<file path="src/rtl/nvdla_ctrl_reg_router_if.sv">
`default_nettype none
// ============================================================================
// Module      : nvdla_ctrl_reg_router_if
// Description : AXI-lite bundle (AW/W/B/AR/R) with master and slave views.
// Revision    : 1.0 - initial release
// ============================================================================
interface nvdla_ctrl_reg_router_if #(
  parameter int ADDR_W = 32,
  parameter int DATA_W = 32
);
  logic [ADDR_W-1:0]   awaddr;
  logic                awvalid;
  logic                awready;
  logic [DATA_W-1:0]   wdata;
  logic [DATA_W/8-1:0] wstrb;
  logic                wvalid;
  logic                wready;
  logic [1:0]          bresp;
  logic                bvalid;
  logic                bready;
  logic [ADDR_W-1:0]   araddr;
  logic                arvalid;
  logic                arready;
  logic [DATA_W-1:0]   rdata;
  logic [1:0]          rresp;
  logic                rvalid;
  logic                rready;

  modport master (
    output awaddr, awvalid, input awready,
    output wdata, wstrb, wvalid, input wready,
    input  bresp, bvalid, output bready,
    output araddr, arvalid, input arready,
    input  rdata, rresp, rvalid, output rready
  );

  modport slave (
    input  awaddr, awvalid, output awready,
    input  wdata, wstrb, wvalid, output wready,
    output bresp, bvalid, input bready,
    input  araddr, arvalid, output arready,
    output rdata, rresp, rvalid, input rready
  );
endinterface
`default_nettype wire

</file>
<file path="src/rtl/nvdla_ctrl_reg_router.sv">
`default_nettype none
// ============================================================================
// Module      : nvdla_ctrl_reg_router
// Description : AXI-lite control front end. Low window hits local action
//               registers, everything above is forwarded to the NVDLA CSB
//               port with the window offset removed. One access in flight.
//               Also turns the NVDLA interrupt level into the SNAP
//               raise/hold/ack interrupt handshake.
// Revision    : 1.0 - initial release
// ============================================================================
module nvdla_ctrl_reg_router #(
  parameter int          ADDR_W         = 32,
  parameter int          DATA_W         = 32,
  parameter logic [31:0] LOCAL_SPAN     = 32'h100,
  parameter int          INT_BITS       = 3,
  parameter int          CONTEXT_BITS   = 8,
  parameter logic [31:0] ACTION_TYPE    = 32'h00000006,
  parameter logic [31:0] ACTION_VERSION = 32'h00000000
) (
  input  wire logic                    ap_clk,
  input  wire logic                    ap_rst,
  nvdla_ctrl_reg_router_if.slave       s_axi,
  nvdla_ctrl_reg_router_if.master      m_axi,
  input  wire logic                    nvdla_intr,
  output logic                         interrupt,
  output logic [INT_BITS-2:0]          interrupt_src,
  output logic [CONTEXT_BITS-1:0]      interrupt_ctx,
  input  wire logic                    interrupt_ack
);

  localparam logic [ADDR_W-1:0] c_LOCAL_SPAN = ADDR_W'(LOCAL_SPAN);

  typedef enum logic [3:0] {
    IDLE, L_WR, L_RD, F_WR, F_WR_B, F_RD, F_RD_R, S_B, S_R
  } state_t;

  state_t                   r_state, w_state_nxt;
  logic [ADDR_W-1:0]        r_addr;
  logic [DATA_W-1:0]        r_wdata;
  logic [DATA_W/8-1:0]      r_wstrb;
  logic [DATA_W-1:0]        r_rdata;
  logic [1:0]               r_resp;
  logic                     r_aw_done, r_w_done;
  logic                     r_int_en, r_pending;
  logic [CONTEXT_BITS-1:0]  r_ctx;
  logic                     r_intr_s, r_intr_d;

  logic                     w_wr_acc, w_rd_acc;
  logic                     w_s_awready, w_s_arready, w_s_bvalid, w_s_rvalid;
  logic                     w_m_awvalid, w_m_wvalid, w_m_bready, w_m_arvalid, w_m_rready;
  logic [DATA_W-1:0]        w_local_rdata;
  logic                     w_intr_edge;

  // State register; async reset drops any transaction in flight
  always_ff @(posedge ap_clk or posedge ap_rst) begin
    if (ap_rst) r_state <= IDLE;
    else        r_state <= w_state_nxt;
  end

  // Next-state and handshake decode; readies are also held low during reset
  always_comb begin
    w_state_nxt = r_state;
    w_wr_acc    = 1'b0;
    w_rd_acc    = 1'b0;
    w_s_awready = 1'b0;
    w_s_arready = 1'b0;
    w_s_bvalid  = 1'b0;
    w_s_rvalid  = 1'b0;
    w_m_awvalid = 1'b0;
    w_m_wvalid  = 1'b0;
    w_m_bready  = 1'b0;
    w_m_arvalid = 1'b0;
    w_m_rready  = 1'b0;
    case (r_state)
      IDLE: begin
        if (!ap_rst && s_axi.awvalid && s_axi.wvalid) begin
          // A complete write pair beats a read in the same cycle
          w_s_awready = 1'b1;
          w_wr_acc    = 1'b1;
          w_state_nxt = (s_axi.awaddr < c_LOCAL_SPAN) ? L_WR : F_WR;
        end else if (!ap_rst && s_axi.arvalid) begin
          w_s_arready = 1'b1;
          w_rd_acc    = 1'b1;
          w_state_nxt = (s_axi.araddr < c_LOCAL_SPAN) ? L_RD : F_RD;
        end
      end
      L_WR: w_state_nxt = S_B;
      L_RD: w_state_nxt = S_R;
      F_WR: begin
        w_m_awvalid = !r_aw_done;
        w_m_wvalid  = !r_w_done;
        if ((r_aw_done || m_axi.awready) && (r_w_done || m_axi.wready))
          w_state_nxt = F_WR_B;
      end
      F_WR_B: begin
        w_m_bready = 1'b1;
        if (m_axi.bvalid) w_state_nxt = S_B;
      end
      F_RD: begin
        w_m_arvalid = 1'b1;
        if (m_axi.arready) w_state_nxt = F_RD_R;
      end
      F_RD_R: begin
        w_m_rready = 1'b1;
        if (m_axi.rvalid) w_state_nxt = S_R;
      end
      S_B: begin
        w_s_bvalid = 1'b1;
        if (s_axi.bready) w_state_nxt = IDLE;
      end
      S_R: begin
        w_s_rvalid = 1'b1;
        if (s_axi.rready) w_state_nxt = IDLE;
      end
      default: w_state_nxt = IDLE;
    endcase
  end

  // Local register read mux; unmapped offsets read zero
  always_comb begin
    w_local_rdata = '0;
    if (r_addr == ADDR_W'(32'h00))      w_local_rdata = DATA_W'({r_int_en, r_pending});
    else if (r_addr == ADDR_W'(32'h04)) w_local_rdata = DATA_W'(r_int_en);
    else if (r_addr == ADDR_W'(32'h08)) w_local_rdata = DATA_W'(r_ctx);
    else if (r_addr == ADDR_W'(32'h10)) w_local_rdata = DATA_W'(ACTION_TYPE);
    else if (r_addr == ADDR_W'(32'h14)) w_local_rdata = DATA_W'(ACTION_VERSION);
  end

  // Request latch, downstream handshake tracking, local writes, response capture
  always_ff @(posedge ap_clk or posedge ap_rst) begin
    if (ap_rst) begin
      r_addr    <= '0;
      r_wdata   <= '0;
      r_wstrb   <= '0;
      r_rdata   <= '0;
      r_resp    <= 2'b00;
      r_aw_done <= 1'b0;
      r_w_done  <= 1'b0;
      r_int_en  <= 1'b0;
      r_ctx     <= '0;
    end else begin
      if (w_wr_acc) begin
        r_addr    <= s_axi.awaddr;
        r_wdata   <= s_axi.wdata;
        r_wstrb   <= s_axi.wstrb;
        r_aw_done <= 1'b0;
        r_w_done  <= 1'b0;
      end
      if (w_rd_acc) r_addr <= s_axi.araddr;
      if (w_m_awvalid && m_axi.awready) r_aw_done <= 1'b1;
      if (w_m_wvalid && m_axi.wready)   r_w_done  <= 1'b1;
      if (r_state == L_WR) begin
        r_resp <= 2'b00;
        if (r_addr == ADDR_W'(32'h04)) r_int_en <= r_wdata[0];
        if (r_addr == ADDR_W'(32'h08)) r_ctx    <= r_wdata[CONTEXT_BITS-1:0];
      end
      if (r_state == L_RD) begin
        r_resp  <= 2'b00;
        r_rdata <= w_local_rdata;
      end
      if (r_state == F_WR_B && m_axi.bvalid) r_resp <= m_axi.bresp;
      if (r_state == F_RD_R && m_axi.rvalid) begin
        r_rdata <= m_axi.rdata;
        r_resp  <= m_axi.rresp;
      end
    end
  end

  // Interrupt: registered edge detect; a fresh edge outranks a same-cycle ack
  always_ff @(posedge ap_clk or posedge ap_rst) begin
    if (ap_rst) begin
      r_intr_s  <= 1'b0;
      r_intr_d  <= 1'b0;
      r_pending <= 1'b0;
    end else begin
      r_intr_s <= nvdla_intr;
      r_intr_d <= r_intr_s;
      if (w_intr_edge && r_int_en) r_pending <= 1'b1;
      else if (interrupt_ack)      r_pending <= 1'b0;
    end
  end

  assign w_intr_edge   = r_intr_s & ~r_intr_d;
  assign interrupt     = r_pending;
  assign interrupt_ctx = r_ctx;
  assign interrupt_src = '0;

  assign s_axi.awready = w_s_awready;
  assign s_axi.wready  = w_s_awready;
  assign s_axi.arready = w_s_arready;
  assign s_axi.bvalid  = w_s_bvalid;
  assign s_axi.bresp   = r_resp;
  assign s_axi.rvalid  = w_s_rvalid;
  assign s_axi.rresp   = r_resp;
  assign s_axi.rdata   = r_rdata;

  // Downstream payloads are only driven while their request is outstanding
  assign m_axi.awvalid = w_m_awvalid;
  assign m_axi.awaddr  = (r_state == F_WR) ? (r_addr - c_LOCAL_SPAN) : '0;
  assign m_axi.wvalid  = w_m_wvalid;
  assign m_axi.wdata   = (r_state == F_WR) ? r_wdata : '0;
  assign m_axi.wstrb   = (r_state == F_WR) ? r_wstrb : '0;
  assign m_axi.bready  = w_m_bready;
  assign m_axi.arvalid = w_m_arvalid;
  assign m_axi.araddr  = (r_state == F_RD) ? (r_addr - c_LOCAL_SPAN) : '0;
  assign m_axi.rready  = w_m_rready;

endmodule
`default_nettype wire

</file>
<file path="src/flat_wrapper.sv">
// flat-port wrapper written by rule: the top's interface ports become plain ports
module nvdla_ctrl_reg_router_flat 
#(
  parameter int          ADDR_W         = 32,
  parameter int          DATA_W         = 32,
  parameter logic [31:0] LOCAL_SPAN     = 32'h100,
  parameter int          INT_BITS       = 3,
  parameter int          CONTEXT_BITS   = 8,
  parameter logic [31:0] ACTION_TYPE    = 32'h00000006,
  parameter logic [31:0] ACTION_VERSION = 32'h00000000
)
  (ap_clk, ap_rst, nvdla_intr, interrupt, interrupt_src, interrupt_ctx, interrupt_ack, s_axi_awaddr, s_axi_awvalid, s_axi_awready, s_axi_wdata, s_axi_wstrb, s_axi_wvalid, s_axi_wready, s_axi_bresp, s_axi_bvalid, s_axi_bready, s_axi_araddr, s_axi_arvalid, s_axi_arready, s_axi_rdata, s_axi_rresp, s_axi_rvalid, s_axi_rready, m_axi_awaddr, m_axi_awvalid, m_axi_awready, m_axi_wdata, m_axi_wstrb, m_axi_wvalid, m_axi_wready, m_axi_bresp, m_axi_bvalid, m_axi_bready, m_axi_araddr, m_axi_arvalid, m_axi_arready, m_axi_rdata, m_axi_rresp, m_axi_rvalid, m_axi_rready);
  nvdla_ctrl_reg_router_if #(.ADDR_W(ADDR_W), .DATA_W(DATA_W)) s_axi_i ();
  nvdla_ctrl_reg_router_if #(.ADDR_W(ADDR_W), .DATA_W(DATA_W)) m_axi_i ();
  input  wire logic ap_clk;
  input  wire logic ap_rst;
  input  wire logic nvdla_intr;
  output logic interrupt;
  output logic [INT_BITS-2:0] interrupt_src;
  output logic [CONTEXT_BITS-1:0] interrupt_ctx;
  input  wire logic interrupt_ack;
  input wire logic [$bits(s_axi_i.awaddr)-1:0] s_axi_awaddr;
  input wire logic [$bits(s_axi_i.awvalid)-1:0] s_axi_awvalid;
  output wire logic [$bits(s_axi_i.awready)-1:0] s_axi_awready;
  input wire logic [$bits(s_axi_i.wdata)-1:0] s_axi_wdata;
  input wire logic [$bits(s_axi_i.wstrb)-1:0] s_axi_wstrb;
  input wire logic [$bits(s_axi_i.wvalid)-1:0] s_axi_wvalid;
  output wire logic [$bits(s_axi_i.wready)-1:0] s_axi_wready;
  output wire logic [$bits(s_axi_i.bresp)-1:0] s_axi_bresp;
  output wire logic [$bits(s_axi_i.bvalid)-1:0] s_axi_bvalid;
  input wire logic [$bits(s_axi_i.bready)-1:0] s_axi_bready;
  input wire logic [$bits(s_axi_i.araddr)-1:0] s_axi_araddr;
  input wire logic [$bits(s_axi_i.arvalid)-1:0] s_axi_arvalid;
  output wire logic [$bits(s_axi_i.arready)-1:0] s_axi_arready;
  output wire logic [$bits(s_axi_i.rdata)-1:0] s_axi_rdata;
  output wire logic [$bits(s_axi_i.rresp)-1:0] s_axi_rresp;
  output wire logic [$bits(s_axi_i.rvalid)-1:0] s_axi_rvalid;
  input wire logic [$bits(s_axi_i.rready)-1:0] s_axi_rready;
  output wire logic [$bits(m_axi_i.awaddr)-1:0] m_axi_awaddr;
  output wire logic [$bits(m_axi_i.awvalid)-1:0] m_axi_awvalid;
  input wire logic [$bits(m_axi_i.awready)-1:0] m_axi_awready;
  output wire logic [$bits(m_axi_i.wdata)-1:0] m_axi_wdata;
  output wire logic [$bits(m_axi_i.wstrb)-1:0] m_axi_wstrb;
  output wire logic [$bits(m_axi_i.wvalid)-1:0] m_axi_wvalid;
  input wire logic [$bits(m_axi_i.wready)-1:0] m_axi_wready;
  input wire logic [$bits(m_axi_i.bresp)-1:0] m_axi_bresp;
  input wire logic [$bits(m_axi_i.bvalid)-1:0] m_axi_bvalid;
  output wire logic [$bits(m_axi_i.bready)-1:0] m_axi_bready;
  output wire logic [$bits(m_axi_i.araddr)-1:0] m_axi_araddr;
  output wire logic [$bits(m_axi_i.arvalid)-1:0] m_axi_arvalid;
  input wire logic [$bits(m_axi_i.arready)-1:0] m_axi_arready;
  input wire logic [$bits(m_axi_i.rdata)-1:0] m_axi_rdata;
  input wire logic [$bits(m_axi_i.rresp)-1:0] m_axi_rresp;
  input wire logic [$bits(m_axi_i.rvalid)-1:0] m_axi_rvalid;
  output wire logic [$bits(m_axi_i.rready)-1:0] m_axi_rready;
  assign s_axi_i.awaddr = s_axi_awaddr;
  assign s_axi_i.awvalid = s_axi_awvalid;
  assign s_axi_awready = s_axi_i.awready;
  assign s_axi_i.wdata = s_axi_wdata;
  assign s_axi_i.wstrb = s_axi_wstrb;
  assign s_axi_i.wvalid = s_axi_wvalid;
  assign s_axi_wready = s_axi_i.wready;
  assign s_axi_bresp = s_axi_i.bresp;
  assign s_axi_bvalid = s_axi_i.bvalid;
  assign s_axi_i.bready = s_axi_bready;
  assign s_axi_i.araddr = s_axi_araddr;
  assign s_axi_i.arvalid = s_axi_arvalid;
  assign s_axi_arready = s_axi_i.arready;
  assign s_axi_rdata = s_axi_i.rdata;
  assign s_axi_rresp = s_axi_i.rresp;
  assign s_axi_rvalid = s_axi_i.rvalid;
  assign s_axi_i.rready = s_axi_rready;
  assign m_axi_awaddr = m_axi_i.awaddr;
  assign m_axi_awvalid = m_axi_i.awvalid;
  assign m_axi_i.awready = m_axi_awready;
  assign m_axi_wdata = m_axi_i.wdata;
  assign m_axi_wstrb = m_axi_i.wstrb;
  assign m_axi_wvalid = m_axi_i.wvalid;
  assign m_axi_i.wready = m_axi_wready;
  assign m_axi_i.bresp = m_axi_bresp;
  assign m_axi_i.bvalid = m_axi_bvalid;
  assign m_axi_bready = m_axi_i.bready;
  assign m_axi_araddr = m_axi_i.araddr;
  assign m_axi_arvalid = m_axi_i.arvalid;
  assign m_axi_i.arready = m_axi_arready;
  assign m_axi_i.rdata = m_axi_rdata;
  assign m_axi_i.rresp = m_axi_rresp;
  assign m_axi_i.rvalid = m_axi_rvalid;
  assign m_axi_rready = m_axi_i.rready;
  nvdla_ctrl_reg_router #(.ADDR_W(ADDR_W), .DATA_W(DATA_W), .LOCAL_SPAN(LOCAL_SPAN), .INT_BITS(INT_BITS), .CONTEXT_BITS(CONTEXT_BITS), .ACTION_TYPE(ACTION_TYPE), .ACTION_VERSION(ACTION_VERSION)) u_core (.ap_clk(ap_clk), .ap_rst(ap_rst), .s_axi(s_axi_i), .m_axi(m_axi_i), .nvdla_intr(nvdla_intr), .interrupt(interrupt), .interrupt_src(interrupt_src), .interrupt_ctx(interrupt_ctx), .interrupt_ack(interrupt_ack));
endmodule
</file>
<file path="config.mk">
export PLATFORM = sky130hd
export DESIGN_NAME = nvdla_ctrl_reg_router_flat
export DESIGN_NICKNAME = d
export VERILOG_FILES = /design/src/rtl/nvdla_ctrl_reg_router_if.sv /design/src/rtl/nvdla_ctrl_reg_router.sv /design/src/flat_wrapper.sv
export SDC_FILE = /design/constraint.sdc
export NUM_CORES = 1
export LEC_CHECK = 0
export CAP_MARGIN = 10
export CELL_PAD_IN_SITES_DETAIL_PLACEMENT = 1
export CELL_PAD_IN_SITES_GLOBAL_PLACEMENT = 1
export CORE_MARGIN = 2
export CORE_UTILIZATION = 29
export DETAILED_ROUTE_END_ITERATION = 8
export PLACE_DENSITY = 0.89
export SLEW_MARGIN = 10
export SYNTH_ARGS = -nofsm -noshare
export SYNTH_HDL_FRONTEND = slang
export SYNTH_SLANG_ARGS = --single-unit
</file>
<file path="constraint.sdc">
create_clock -name ap_clk -period 4.5 [get_ports ap_clk]
set_input_delay 0.9 -clock ap_clk [delete_from_list [all_inputs] [get_ports ap_clk]]
set_output_delay 0.9 -clock ap_clk [all_outputs]
set_load 0.01 [all_outputs]
</file>
Word-level counts from Yosys, hierarchy flattened
Index checks and enable logic that the tools add are counted.

word-level totals
  register bits after elaboration = 120
  input bits = 150
  output and inout bits = 157
  logic and storage cells = 105

operators by class
  add/sub/neg operators = 1
  magnitude comparators = 2
  equality and inequality tests = 18
  muxes and demuxes = 44
  bitwise logic cells = 2
  reduce and logical (&&, ||, !) cells = 25

operators by type and width
  cell                                                  number
  two-way mux 32 bit                                    10
  < comparator 32 x 9 -> 1 bit (second input constant)  2
  two-way mux 4 bit                                     9
  one-hot mux 4 bit (9 select lines)                    1
  == test 32 x 3 -> 1 bit (second input constant)       1
  == test 32 x 4 -> 1 bit (second input constant)       1
  == test 32 x 5 -> 1 bit (second input constant)       1
  logical NOT 32 bit                                    1
  subtractor 32 x 9 -> 32 bit (second input constant)   1
  two-way mux 1 bit                                     17
  == test 4 x 3 -> 1 bit (second input constant)        4
  two-way mux 2 bit                                     5
  inequality test 2 bit (second input constant)         5
  nonzero test 2 bit                                    5
  logical AND 1 bit                                     9
  == test 4 x 2 -> 1 bit (second input constant)        2
  AND reduction 7 bit                                   1
  two-way mux 3 bit                                     2
  == test 4 x 1 -> 1 bit (second input constant)        1
  == test 4 bit (second input constant)                 1
  logical NOT 4 bit                                     1
  AND reduction 2 bit                                   2
  nonzero test 4 bit                                    1
  logical NOT 1 bit                                     3
  5 further kinds                                       6

Depth between registers and ports, before layout
  word-level depth = 7
  depth in mapped cells = 7
  gate-level depth less buffers = 7

Least setup slack after synthesis
No wires, ideal clock.

  path type = input-to-reg
  start point = input port ap_rst
  end point = register u_core.r_state[1]
  setup time = 125 ps
  data arrival time = 4991 ps
  required time = 4375 ps
  path slack = -616 ps
  cell stages on the path = 5
  buffers on the path = 0
  cell sequence = inv_1 > nand3_1 > or4_1 > a31oi_1 > mux2i_1

on the way
  cells in the longest elaborated chain, start to end = 5
  elaborated cells between the ends (all ways) = 8
  classes of those cells = 1 x eq/ne; 2 x mux; 5 x reduce/logical

ends and longest elaborated chain
  what                                                                                               RTL line                                                  source
  start: declaration                                                                                 flat_wrapper.sv:16                                        input wire logic ap_rst;
  logical NOT 1 bit *                                                                                nvdla_ctrl_reg_router.sv:76, nvdla_ctrl_reg_router.sv:81
  logical AND 1 bit (2 in series)                                                                    nvdla_ctrl_reg_router.sv:76                               if (!ap_rst && s_axi.awvalid && s_axi.wvalid) begin
  inequality test 3 x 1 -> 1 bit (no source line) / two-way mux 4 bit (equally long branches)        --
  AND reduction 7 bit (no source line) / one-hot mux 4 bit (9 select lines) (equally long branches)  --
  end signal: assignment                                                                             nvdla_ctrl_reg_router.sv:57                               else r_state <= w_state_nxt;
  end: declaration                                                                                   nvdla_ctrl_reg_router.sv:37                               state_t r_state, w_state_nxt;

Every way passes the cells marked *; elsewhere a longest branch is shown, timed or not.
A chain may end at the register's enable or synchronous reset.

Final worst setup path
  start point = register u_core.r_addr[22]
  end point = output port m_axi_araddr[31]

on the way
  cells in the longest elaborated chain, start to end = 2

ends and longest elaborated chain
  what                         RTL line                      source
  start: declaration           nvdla_ctrl_reg_router.sv:38   logic [ADDR_W-1:0] r_addr;
  start signal: assignment     nvdla_ctrl_reg_router.sv:143  r_addr <= s_axi.awaddr;
  start signal: assignment     nvdla_ctrl_reg_router.sv:149  if (w_rd_acc) r_addr <= s_axi.araddr;
  subtractor 32 x 9 -> 32 bit  nvdla_ctrl_reg_router.sv:205  assign m_axi.araddr = (r_state == F_RD) ? (r_addr - c_LOCAL_SPAN) : '0;
  two-way mux 32 bit           nvdla_ctrl_reg_router.sv:205
  end: declaration             flat_wrapper.sv:49            output wire logic [$bits(m_axi_i.araddr)-1:0] m_axi_araddr;

Every way passes these cells.

==> flow_summary.ini <==
[run_status]
status = completed

[timing]
min_period_over_period_pct = 95.5
finalSetupViolations = 0
tightest_slew_ns = 0.833
slew_viol_final = 0
layout_min_cycle_time_ns = 4.30
fmax_ghz = 0.233
relSlewSlack_pct = 44.4
hold_viol_final = 0
finalSetupTns_ns = 0
clock_skew_ns = 0.0162
fin_hold_ws_ns = 0.384
rsz0062_at_grt = no

[drt]
drt_pass1_iterations = 4
drtIter0Drc = 235
wl_mm = 24.9
ant_nets = 0
wl_per_cell_um = 19.7
vias_per_cell = 5.00
drc = 0
route.vias.total = 6315

[pwr]
vdd_drop_max_mv = 0.279
leakage_nw = 4.18
power_density_nw_per_um2 = 521

[clock_tree]
cts_tree = yes
cts_made_buffers = 17
clk_latency_ns = 0.42
cts_root_buf = clkbuf_16
cts_max_path_buffers = 2
cts_sinks = 120
clk_pin_slew_ns = 0.06
cts-htree-levels = 4

[grt]
grt_overflow = 0
grt_pass1_vias = 6809
grt_pass1_wl_mm = 37.4
grt_max_degree = 63
antenna_found_initial = 0
grtUsageTotal_pct = 21.7

[layout]
drive_gt1_share_pct = 10.6
antenna_cells = 0
syn2layout_area_growth_pct = 62.9
layout.nets = 1127
mostFrequentLayoutCell = clkdlybuf4s50_1
mostFrequentLayoutCells = 304 x clkdlybuf4s50_1, 120 x dfrtp_1, 106 x nor2_1, 62 x nand2_1, 51 x and2_1

[setup_path]
reg2reg_to = u_core.interrupt_ctx[1]$_DFFE_PP0P_
critPathSlowestCell = or4_4
crit_path_max_fanout = 4
r2r-start = u_core.r_addr[22]$_DFFE_PP0P_
reg2reg_setup_slack_ns = 1.89
critPathTopFamily = simple AND/OR/NAND/NOR gates
ff2ff_path_depth = 5
critical_path_class = reg -> out
cp_cell_sequence = or4_4 -> or4_4 -> nor4_1 -> xnor2_1 -> nor2_1 -> clkdlybuf4s50_1
cp_common_cell = or4_4
critPathRequiredTime_ns = 3.60
cpPeakStageDelay_ns = 0.57
start_kind = register
arrival_ns = 3.40
crit_path_end_kind = primary output
cp_num_buf_inv = 1

[synth]
syn_inst = 683
synth_area_sq_um = 6250
yosysTopAreaCellShare_pct = 48.1
post_synth_num_cell_types = 45
synth-async-reset-ratio_pct = 100
synth-edff-count = 0
synth_top_area_cell = dfrtp_1
ys_warn_count = 0
synth_seq_cells = 120
avgSynthCellArea_sq_um = 9.14
synthTopCellsByArea = dfrtp_1 48%, mux2_2 8.1%, nor2_1 6.4%
ys_seq_area_share_pct = 48.1
synthFlopType = dfrtp_1

[floorplanning]
io_pins = 307
die_w_um = 151
start_util_pct = 29.6
die_y_um = 151
rows = 53
coreArea_sq_um = 21100
die_area_sq_um = 22700

[worst_hold_path]
worstHoldEndpoint = u_core.r_intr_d$_DFF_PP0_
min_path_cells = 0
hp-class = reg -> reg
hold_path.startpoint = u_core.r_intr_s$_DFF_PP0_

[placement]
place_hpwl_mm = 18.9
gp_congestion = 0.834
port_buffers = 304

[flow_run]
drv_cap = 0
## cell type report
type / count / area (sq um)
fillers: 2395 / 10900
repair buffers: 319 / 3160
multi-input cells: 508 / 3050
flip-flops and latches: 120 / 3000
clock buffers: 17 / 425
well taps: 275 / 344
clock inverters: 15 / 155
inverters: 9 / 37.5
## synthesized netlist by cell type (5+ instances only)
library cell    n
dfrtp_1       120
nor2_1        106
nand2_1        63
and2_1         51
a21oi_1        47
mux2_2         45
nand3_1        39
clkbuf_1       38
o22ai_1        33
nor4_1         22
xnor2_1        16
o21ai_0        13
inv_1           9
nor3_1          9
and3_1          6
buf_4           5
nand4_1         5
nor2b_1         5
xor2_1          5
## sequential cells by signal (all words and copies together), names as in the netlist, 2 cells and up
signal and cells:
u_core.r_addr 32, u_core.r_wdata 32, u_core.r_wstrb 4, u_core.s_axi.rdata 32, u_core.s_axi.bresp 2, u_core.r_state 4, u_core.interrupt_ctx 8
## report_power, final
group | internal [mW] | switching (mW) | leakage (nW) | total, mW
Sequential | 1.49 | 0.447 | 1.50 | 1.94
Clock | 0.740 | 0.600 | 0.277 | 1.34
Combinational | 1.04 | 0.980 | 2.40 | 2.02
## worst register-to-register path: cells and delay by family (launching register included)
| family | cells | cell delay [ns] |
|---|---|---|
| flops | 1 | 0.42 |
| mux | 1 | 0.34 |
| simple gates | 4 | 1.74 |
## worst max path at each step
stage / from / to / depth (start not counted)
finish: u_core.r_addr[22]$_DFFE_PP0P_ / m_axi_araddr[31] / 6
global route: u_core.r_addr[22]$_DFFE_PP0P_ / m_axi_araddr[31] / 6
CTS: u_core.r_addr[22]$_DFFE_PP0P_ / m_axi_araddr[31] / 6
detailed placement: u_core.r_addr[22]$_DFFE_PP0P_ / m_axi_araddr[31] / 6
global placement: u_core.r_addr[22]$_DFFE_PP0P_ / m_axi_awaddr[31] / 6
floorplan: ap_rst / u_core.r_addr[0]$_DFFE_PP0P_ / 6
## cells by family after synthesis
kind of cell | synth area share [%]
AO/OA/AOI/OAI | 9.30
other | 0.0600
multiplexers | 9.11
adder cells (fa/ha/maj) | 0.401
AND/OR/NAND/NOR | 26.4
flip-flops | 48.1
buffers and inverters | 3.67
XOR/XNOR | 2.94
## layer usage
metal / GRT usage [%] / up-vias / part of all wire [%]
li1: - / 2962 / -
met1: 25.3 / 3124 / 40
met2: 38.4 / 192 / 52
met3: 6.09 / 37 / 5.7
met4: 6.92 / 0 / 2.4
met5: 0 / - / 0
## through the flow
stage                     power [mW]  utilization, %  instance area, sq um  setup WS [ns]  std cells
after detailed placement        4.00            45.5                  9590          0.657       1231
final                           5.31            48.2                 10200          0.205       1263
after global routing            5.65            48.2                 10200         0.0718       1263
after CTS                       5.38            48.2                 10200          0.179       1263
after floorplan                 2.92               -                  6250          0.632        684
after global placement          3.90            45.5                  9590          0.756       1231
## repair_timing
action                                  CTS  global route
resized for setup                         0             1
hold buffers                              0             0
endpoints found under the setup margin    0             7
setup buffers                             0             0
(Power assumes the default switching activity.)
